File: src/rtl/msd_dram_cmd_gen.sv
// DDR5 command generator: pops one queued request, decodes the address and issues a timed
// ACT/CAS/PRE sequence. Define MSD_OPEN_PAGE_EN to build the open-page (per-bank row table) policy.
module msd_dram_cmd_gen #(
   parameter int unsigned T_RCD   = 39,
   parameter int unsigned T_CL    = 40,
   parameter int unsigned T_CWL   = 38,
   parameter int unsigned T_BURST = 8,
   parameter int unsigned T_RAS   = 76,
   parameter int unsigned T_WR    = 30,
   parameter int unsigned T_RP    = 39
) (
   input  logic        clk,
   input  logic        rst,
   input  logic        req_valid,
   output logic        req_ready,
   input  logic [1:0]  req_oper,
   input  logic [35:0] req_addr,
   output logic        cmd_valid,
   output logic [2:0]  cmd_code,
   output logic [2:0]  cmd_bg,
   output logic [1:0]  cmd_ba,
   output logic [15:0] cmd_row,
   output logic [9:0]  cmd_col,
   output logic        done,
   output logic        busy
);
   localparam int unsigned T_M0   = (T_RCD > T_CL) ? T_RCD : T_CL;
   localparam int unsigned T_M1   = (T_M0 > T_CWL) ? T_M0 : T_CWL;
   localparam int unsigned T_M2   = (T_M1 > T_BURST) ? T_M1 : T_BURST;
   localparam int unsigned T_M3   = (T_M2 > T_RAS) ? T_M2 : T_RAS;
   localparam int unsigned T_M4   = (T_M3 > T_WR) ? T_M3 : T_WR;
   localparam int unsigned T_MAX  = (T_M4 > T_RP) ? T_M4 : T_RP;
   localparam int unsigned CNT_W  = $clog2(T_MAX + T_BURST + T_WR + 1);
   // Cycles from CAS1 to the last data cycle
   localparam int unsigned LAT_RD = T_CL + T_BURST - 1;
   localparam int unsigned LAT_WR = T_CWL + T_BURST - 1;

   localparam logic [2:0] CMD_NOP  = 3'd0;
   localparam logic [2:0] CMD_ACT0 = 3'd1;
   localparam logic [2:0] CMD_ACT1 = 3'd2;
   localparam logic [2:0] CMD_RD0  = 3'd3;
   localparam logic [2:0] CMD_RD1  = 3'd4;
   localparam logic [2:0] CMD_WR0  = 3'd5;
   localparam logic [2:0] CMD_WR1  = 3'd6;
   localparam logic [2:0] CMD_PRE  = 3'd7;

   typedef enum logic [3:0] {
      S_IDLE, S_ACT0, S_ACT1, S_WAIT_RCD, S_CAS0, S_CAS1, S_WAIT_DATA, S_PRE, S_WAIT_RP
   } state_t;

   state_t             state;
   logic               is_wr;
   logic [CNT_W-1:0]   wait_cnt;
   logic [CNT_W-1:0]   ras_cnt;
   logic [CNT_W-1:0]   dat_cnt;
   logic [CNT_W-1:0]   pre_cnt;

   // Address decode of the queue head
   logic [15:0] req_row;
   logic [9:0]  req_col;
   logic [1:0]  req_ba;
   logic [2:0]  req_bg;
   logic        req_wr;
   logic        addr_unused;

   assign req_row     = req_addr[33:18];
   assign req_col     = {req_addr[17:12], req_addr[5:2]};
   assign req_ba      = req_addr[11:10];
   assign req_bg      = req_addr[9:7];
   assign req_wr      = (req_oper == 2'd1);
   assign addr_unused = ^{req_addr[35:34], req_addr[6], req_addr[1:0]};

   assign req_ready = (state == S_IDLE);
   assign busy      = (state != S_IDLE);

`ifdef MSD_OPEN_PAGE_EN
   localparam int unsigned BANKS = 32;
   logic [BANKS-1:0]  tbl_vld;
   logic [15:0]       tbl_row  [BANKS];
   logic [CNT_W-1:0]  bank_ras [BANKS];
   logic              act_pend;
   logic              pre_pend;
   logic [4:0]        req_bank;
   logic [4:0]        cur_bank;

   assign req_bank = {req_bg, req_ba};
   assign cur_bank = {cmd_bg, cmd_ba};
`endif

   always_ff @(posedge clk or posedge rst) begin
      if (rst) begin
         state     <= S_IDLE;
         cmd_valid <= 1'b0;
         cmd_code  <= CMD_NOP;
         cmd_bg    <= '0;
         cmd_ba    <= '0;
         cmd_row   <= '0;
         cmd_col   <= '0;
         done      <= 1'b0;
         is_wr     <= 1'b0;
         wait_cnt  <= '0;
         ras_cnt   <= '0;
         dat_cnt   <= '0;
         pre_cnt   <= '0;
`ifdef MSD_OPEN_PAGE_EN
         act_pend  <= 1'b0;
         pre_pend  <= 1'b0;
         tbl_vld   <= '0;
         for (int i = 0; i < BANKS; i++) begin
            tbl_row[i]  <= '0;
            bank_ras[i] <= '0;
         end
`endif
      end else begin
         cmd_valid <= 1'b0;
         cmd_code  <= CMD_NOP;
         done      <= (dat_cnt == CNT_W'(1));
         // Free-running down-counters; each is loaded at the event it times from
         if (ras_cnt != '0) ras_cnt <= ras_cnt - CNT_W'(1);
         if (dat_cnt != '0) dat_cnt <= dat_cnt - CNT_W'(1);
         if (pre_cnt != '0) pre_cnt <= pre_cnt - CNT_W'(1);
`ifdef MSD_OPEN_PAGE_EN
         for (int i = 0; i < BANKS; i++) begin
            if (bank_ras[i] != '0) bank_ras[i] <= bank_ras[i] - CNT_W'(1);
         end
`endif
         case (state)
            S_IDLE: begin
               if (req_valid) begin
                  is_wr   <= req_wr;
                  cmd_bg  <= req_bg;
                  cmd_ba  <= req_ba;
                  cmd_row <= req_row;
                  cmd_col <= req_col;
`ifdef MSD_OPEN_PAGE_EN
                  if (tbl_vld[req_bank] && (tbl_row[req_bank] == req_row)) begin
                     state     <= S_CAS0;
                     cmd_valid <= 1'b1;
                     cmd_code  <= req_wr ? CMD_WR0 : CMD_RD0;
                  end else if (tbl_vld[req_bank]) begin
                     act_pend <= 1'b1;
                     if (bank_ras[req_bank] <= CNT_W'(1)) begin
                        state             <= S_PRE;
                        cmd_valid         <= 1'b1;
                        cmd_code          <= CMD_PRE;
                        tbl_vld[req_bank] <= 1'b0;
                     end else begin
                        // Hold off the row-miss PRE until this bank's tRAS expires
                        state    <= S_WAIT_RP;
                        wait_cnt <= bank_ras[req_bank] - CNT_W'(1);
                        pre_pend <= 1'b1;
                     end
                  end else begin
                     state              <= S_ACT0;
                     cmd_valid          <= 1'b1;
                     cmd_code           <= CMD_ACT0;
                     ras_cnt            <= CNT_W'(T_RAS);
                     tbl_vld[req_bank]  <= 1'b1;
                     tbl_row[req_bank]  <= req_row;
                     bank_ras[req_bank] <= CNT_W'(T_RAS);
                  end
`else
                  state     <= S_ACT0;
                  cmd_valid <= 1'b1;
                  cmd_code  <= CMD_ACT0;
                  ras_cnt   <= CNT_W'(T_RAS);
`endif
               end
            end
            S_ACT0: begin
               state     <= S_ACT1;
               cmd_valid <= 1'b1;
               cmd_code  <= CMD_ACT1;
            end
            S_ACT1: begin
               state    <= S_WAIT_RCD;
               wait_cnt <= CNT_W'(T_RCD - 2);
            end
            S_WAIT_RCD: begin
               if (wait_cnt <= CNT_W'(1)) begin
                  state     <= S_CAS0;
                  cmd_valid <= 1'b1;
                  cmd_code  <= is_wr ? CMD_WR0 : CMD_RD0;
               end else begin
                  wait_cnt <= wait_cnt - CNT_W'(1);
               end
            end
            S_CAS0: begin
               state     <= S_CAS1;
               cmd_valid <= 1'b1;
               cmd_code  <= is_wr ? CMD_WR1 : CMD_RD1;
               dat_cnt   <= is_wr ? CNT_W'(LAT_WR) : CNT_W'(LAT_RD);
               pre_cnt   <= is_wr ? CNT_W'(LAT_WR + T_WR) : CNT_W'(LAT_RD);
            end
            S_CAS1, S_WAIT_DATA: begin
`ifdef MSD_OPEN_PAGE_EN
               if (pre_cnt <= CNT_W'(1)) state <= S_IDLE;
               else                      state <= S_WAIT_DATA;
`else
               if ((pre_cnt <= CNT_W'(1)) && (ras_cnt <= CNT_W'(1))) begin
                  state     <= S_PRE;
                  cmd_valid <= 1'b1;
                  cmd_code  <= CMD_PRE;
               end else begin
                  state <= S_WAIT_DATA;
               end
`endif
            end
            S_PRE: begin
               state    <= S_WAIT_RP;
               wait_cnt <= CNT_W'(T_RP - 1);
            end
            S_WAIT_RP: begin
               if (wait_cnt <= CNT_W'(1)) begin
`ifdef MSD_OPEN_PAGE_EN
                  if (pre_pend) begin
                     pre_pend          <= 1'b0;
                     state             <= S_PRE;
                     cmd_valid         <= 1'b1;
                     cmd_code          <= CMD_PRE;
                     tbl_vld[cur_bank] <= 1'b0;
                  end else if (act_pend) begin
                     act_pend           <= 1'b0;
                     state              <= S_ACT0;
                     cmd_valid          <= 1'b1;
                     cmd_code           <= CMD_ACT0;
                     ras_cnt            <= CNT_W'(T_RAS);
                     tbl_vld[cur_bank]  <= 1'b1;
                     tbl_row[cur_bank]  <= cmd_row;
                     bank_ras[cur_bank] <= CNT_W'(T_RAS);
                  end else begin
                     state <= S_IDLE;
                  end
`else
                  state <= S_IDLE;
`endif
               end else begin
                  wait_cnt <= wait_cnt - CNT_W'(1);
               end
            end
            default: state <= S_IDLE;
         endcase
      end
   end

endmodule

File: config.mk
export PLATFORM = sky130hd
export DESIGN_NAME = msd_dram_cmd_gen
export DESIGN_NICKNAME = d
export VERILOG_FILES = /design/src/rtl/msd_dram_cmd_gen.sv
export SDC_FILE = /design/constraint.sdc
export NUM_CORES = 1
export LEC_CHECK = 0
export CORE_UTILIZATION = 50
export CTS_BUF_LIST = sky130_fd_sc_hd__clkbuf_2 sky130_fd_sc_hd__clkbuf_4 sky130_fd_sc_hd__clkbuf_8
export DETAILED_ROUTE_END_ITERATION = 16
export GPL_TIMING_DRIVEN = 1
export PLACE_DENSITY = 0.81
export SLEW_MARGIN = 10
export SYNTH_ARGS = -nofsm -noshare
export SYNTH_HDL_FRONTEND = slang
export SYNTH_SLANG_ARGS = --single-unit
File: constraint.sdc
create_clock -name clk -period 2.6 [get_ports clk]
set_input_delay 0.52 -clock clk [delete_from_list [all_inputs] [get_ports clk]]
set_output_delay 0.52 -clock clk [all_outputs]
set_load 0.02 [all_outputs]
**Word level (Yosys, flattened, before mapping)**

Cells that the tools add are included.
W data, S select, Z words.

- Add/sub/neg operators: 4
- Order comparisons: 3
- Equality and inequality tests: 14
- Mux-type cells: 26
- Reductions and logical operators: 15

Operator list:

| kind | number |
|---|---|
| $mux W7 | 9 |
| $pmux W4 S8 | 1 |
| $sub A7 B1 Y7 const B | 4 |
| $le A7 B1 Y1 const B | 3 |
| $pmux W7 S3 | 1 |
| $reduce_bool A7 Y1 | 3 |
| $eq A4 B3 Y1 const B | 4 |
| $pmux W3 S5 | 1 |
| $mux W4 | 3 |
| $mux W3 | 3 |
| $eq A4 B2 Y1 const B | 2 |
| $ne A2 B2 Y1 const B | 4 |
| $eq A7 B1 Y1 const B | 1 |
| $reduce_or A2 Y1 | 3 |
| $mux W1 | 5 |
| $eq A4 B1 Y1 const B | 1 |
| $eq A4 B4 Y1 const B | 1 |
| $logic_not A4 Y1 | 1 |
| $mux W2 | 2 |
| $pmux W1 S4 | 1 |
| $reduce_and A2 Y1 | 2 |
| $reduce_bool A2 Y1 | 2 |
| $reduce_bool A4 Y1 | 1 |
| $reduce_and A3 Y1 | 1 |
| 3 further kinds | 3 |

- Register bits after elaboration: 69
- Input port bits: 41
- Output and inout port bits: 38
- Word-level logic and storage cells: 75

**Longest topological paths before layout**

- Depth in word-level cells: 4
- Depth in mapped cells: 8
- Depth with buffers taken out: 7

**Least setup slack after synthesis**

No wires, ideal clock.

- Kind: register to register
- Start: register dat_cnt[0]
- End: register dat_cnt[3]
- Library setup time: 0.134 ns
- Data arrival time: 1.989 ns
- Required time: 2.466 ns
- Slack: 0.477 ns
- Stages on the path, launching flop included: 9
- Buffers on the path: 1
- Clock period less this slack: 2.123 ns
- Cell sequence: dfrtp_1 -> inv_1 -> ha_1 -> or3b_2 -> or4_1 -> clkbuf_1 -> nor4b_1 -> xnor2_1 -> nand2_1

- Cells in the longest elaborated chain, start to end: 3
- Elaborated cells on any way between the ends: 5
- Those cells by class: add/sub: 1; mux: 2; reduce/logical: 2

RTL lines:

| element | RTL line | RTL |
|---|---|---|
| start: declaration | 55 | `logic [CNT_W-1:0] dat_cnt;` |
| start signal: assignment | 120 | `if (dat_cnt != '0) dat_cnt <= dat_cnt - CNT_W'(1);` |
| start signal: assignment | 192 | `dat_cnt <= is_wr ? CNT_W'(LAT_WR) : CNT_W'(LAT_RD);` |
| $sub A7 B1 Y7 | 120 |  |
| $mux W7 | 120 |  |
| $mux W7 | 127 | `case (state)` |

Several ways; a longest one is shown, not always the timed one. The select of a mux whose other input is x is not followed.
A chain may end at the register's enable or synchronous reset.

**Worst setup path after layout**

- Start: register state[2]
- End: output req_ready

- Cells in the longest elaborated chain, start to end: 1

RTL lines:

| element | RTL line | RTL |
|---|---|---|
| start: declaration | 51 | `state_t state;` |
| start signal: assignment | 92 | `state <= S_IDLE;` |
| start signal: assignment | 163 | `state <= S_ACT0;` |
| start signal: assignment | 171 | `state <= S_ACT1;` |
| $logic_not A4 Y1 | 73 | `assign req_ready = (state == S_IDLE);` |
| end: declaration | 15 | `output logic req_ready,` |

Every way passes these cells.

==> results.toml <==
[grt]
overflow = 0
antenna_found_initial = 0
grt_max_degree = 70
grt_pass1_wl_um = 12500
grt_use_total_pct = 22.8
grt_pass1_vias = 2684

[detailed_routing]
via_count = 2712
wirelength_um = 7240
ant_nets = 0
drcViolationCount = 0
drt_pre_antenna_iters = 6
viasPerCell = 5.28
dr.first_iter.drc_count = 148
post_drt_wl_per_cell_um = 14.1

[clock_network]
cts.htree.levels = 3
cts_resized = 0
postCtsSetupBuffers = 0
cts_hold_buf = 0
clk_pin_slew_ns = 0.07
cts_made_buffers = 9
clock_latency_ns = 0.35
clk_path_buf_depth = 2
clock-root-buffer = "clkbuf_8"
cts_tree = "done"
numClockSinks = 69

[synthesis]
seq_area_frac_synth_pct = 52.8
synth_cell_types = 50
yosysWarnings = 0
avgSynthCellArea_um2 = 9.24
syn_nets = 405
ys_seq_elements = 69
ys_async_sr_fraction_pct = 100
synth_area_mm2 = 0.00327
synth_ff_type = "dfrtp_1"
netlist_instances = 354
synth-edff-count = 0

[sta]
setup_tns_ns = 0
hold_viol_final = 0
slew_headroom_pct = 67.1
final.min_clock_period_ns = 2.41
tightest_slew_ns = 0.490
finClkSkew_ns = 0.0178
slew_viol_final = 0
worst_slack_ns = 0.190
fin_crit_sh_pct = 92.7
setup_viol = 0
worst_hold_slack_ns = 0.477
rsz0062_at_grt = "no"
fmax_mhz = 415

[critical_path]
worst_ep_required_time_ns = 2.08
r2r_cells = 7
start_kind = "flip-flop"
r2r-start = "dat_cnt[0]$_DFFE_PP0P_"
crit_arrival_ns = 1.89
worstSetupStartpoint = "state[2]$_DFFE_PP0P_"
worstSetupEndpointType = "primary output"
path_max_fanout = 8
criticalPathCategory = "reg2out"

[worst_hold_path]
min-delay-start = "cmd_bg[2]$_DFFE_PP0P_"
hold_path_class = "reg2reg"
hold_depth = 2

[final_layout]
final_cell_mix = "112 x nand2_1, 73 x clkdlybuf4s50_1, 69 x dfrtp_1"
num-fill-cells = 485
area_delta_synth_final_pct = 31.8
fin_cells = 514
nets = 483
finish.utilization_pct = 68.3
layout-drive-gt1-share_pct = 8.47
design_area_mm2 = 0.00431
antenna_cells = 0
layout_commonest_cell = "nand2_1"

[floorplanning]
dieArea_mm2 = 0.00687
row_count = 29
ios = 79
die_y_um = 82.9
start_util_pct = 51.8
die_w_um = 82.9
core-area_mm2 = 0.00631

[placement]
port_buffers = 73
place_congestion = 0.839
hpwl_um = 4960
dp_cells = 498
place_area_mm2 = 0.00411
post-place-ws_ns = 0.359

[power]
power_mw = 5.16
power_density_mw_per_mm2 = 1200
leakage_nw = 1.96
peakVddDrop_uv = 681

[outcome]
outcome = "completed"

[flow_run]
drv_cap = 0
==> cell families (layout without fill, tap and decap cells) <==
logic type	after synthesis	count (layout)	synth area share, %
simple gates	177	177	24.8
flops	69	69	52.8
compound gates	51	51	10.4
buf+inv	30	113	3.48
xor+xnor	15	15	4.02
fa+ha+maj	11	11	4.17
mux	1	1	0.306
==> area by class of cell <==
type | instances | area [um2] | share of cell area (%)
well taps | 77 | 96.3 | 2.24
multi-input cells | 255 | 1430 | 33.2
flip-flops and latches | 69 | 1730 | 40.1
inverters | 17 | 63.8 | 1.48
repair buffers | 80 | 796 | 18.5
clock inverters | 7 | 73.8 | 1.71
clock buffers | 9 | 124 | 2.87
==> worst max-delay path, cell delays in order (launching register included) <==
cell and delay (ns):
dfrtp_1 0.47, nor2_1 0.22, nand2_1 0.13, inv_1 0.10, clkdlybuf4s50_1 0.63
==> report_power, final <==
| group | total (mW) | switching, mW | internal, mW |
|---|---|---|---|
| clock | 0.869 | 0.423 | 0.446 |
| combinational | 2.34 | 1.24 | 1.10 |
| sequential | 1.95 | 0.383 | 1.56 |
==> final timing paths <==
check	slack (ns)	to
max	0.19	req_ready
min	0.48	cmd_bg[2]$_DFFE_PP0P_
max reg2reg	0.33	dat_cnt[3]$_DFFE_PP0P_
min reg2reg	0.48	cmd_bg[2]$_DFFE_PP0P_
max in group asynchronous	1.74	pre_cnt[1]$_DFFE_PP0P_
min in group asynchronous	0.57	cmd_col[1]$_DFFE_PP0P_
==> layer usage <==
layer  routed length [um]  share of wire, %  global-route usage [%]
met1                 3190                44                    29.6
met2                 3570                49                    35.9
met3                  256               3.5                    4.97
met4                  223               3.1                    11.8
met5                    0                 0                       0
==> synth_stat cells (4+ instances only) <==
cell / n / area, um2
nand4_1: 5 / 31.3
o22ai_1: 4 / 25.0
o21ai_0: 13 / 65.1
nand3_1: 5 / 25.0
ha_1: 10 / 125
xnor2_1: 12 / 105
nand2_1: 112 / 420
a21oi_1: 10 / 50.1
or3_1: 6 / 37.5
dfrtp_1: 69 / 1730
clkbuf_1: 9 / 33.8
nor2_1: 14 / 52.6
inv_1: 17 / 63.8
nor3_1: 12 / 60.1
==> sequential cells by signal, indices dropped and copies added, names as in the netlist, 3 cells and up <==
signal	count
cmd_row	16
ras_cnt	7
wait_cnt	7
pre_cnt	7
state	4
dat_cnt	7
cmd_bg	3
cmd_code	3
cmd_col	10
Note: power is estimated with default switching activity, not from simulation.
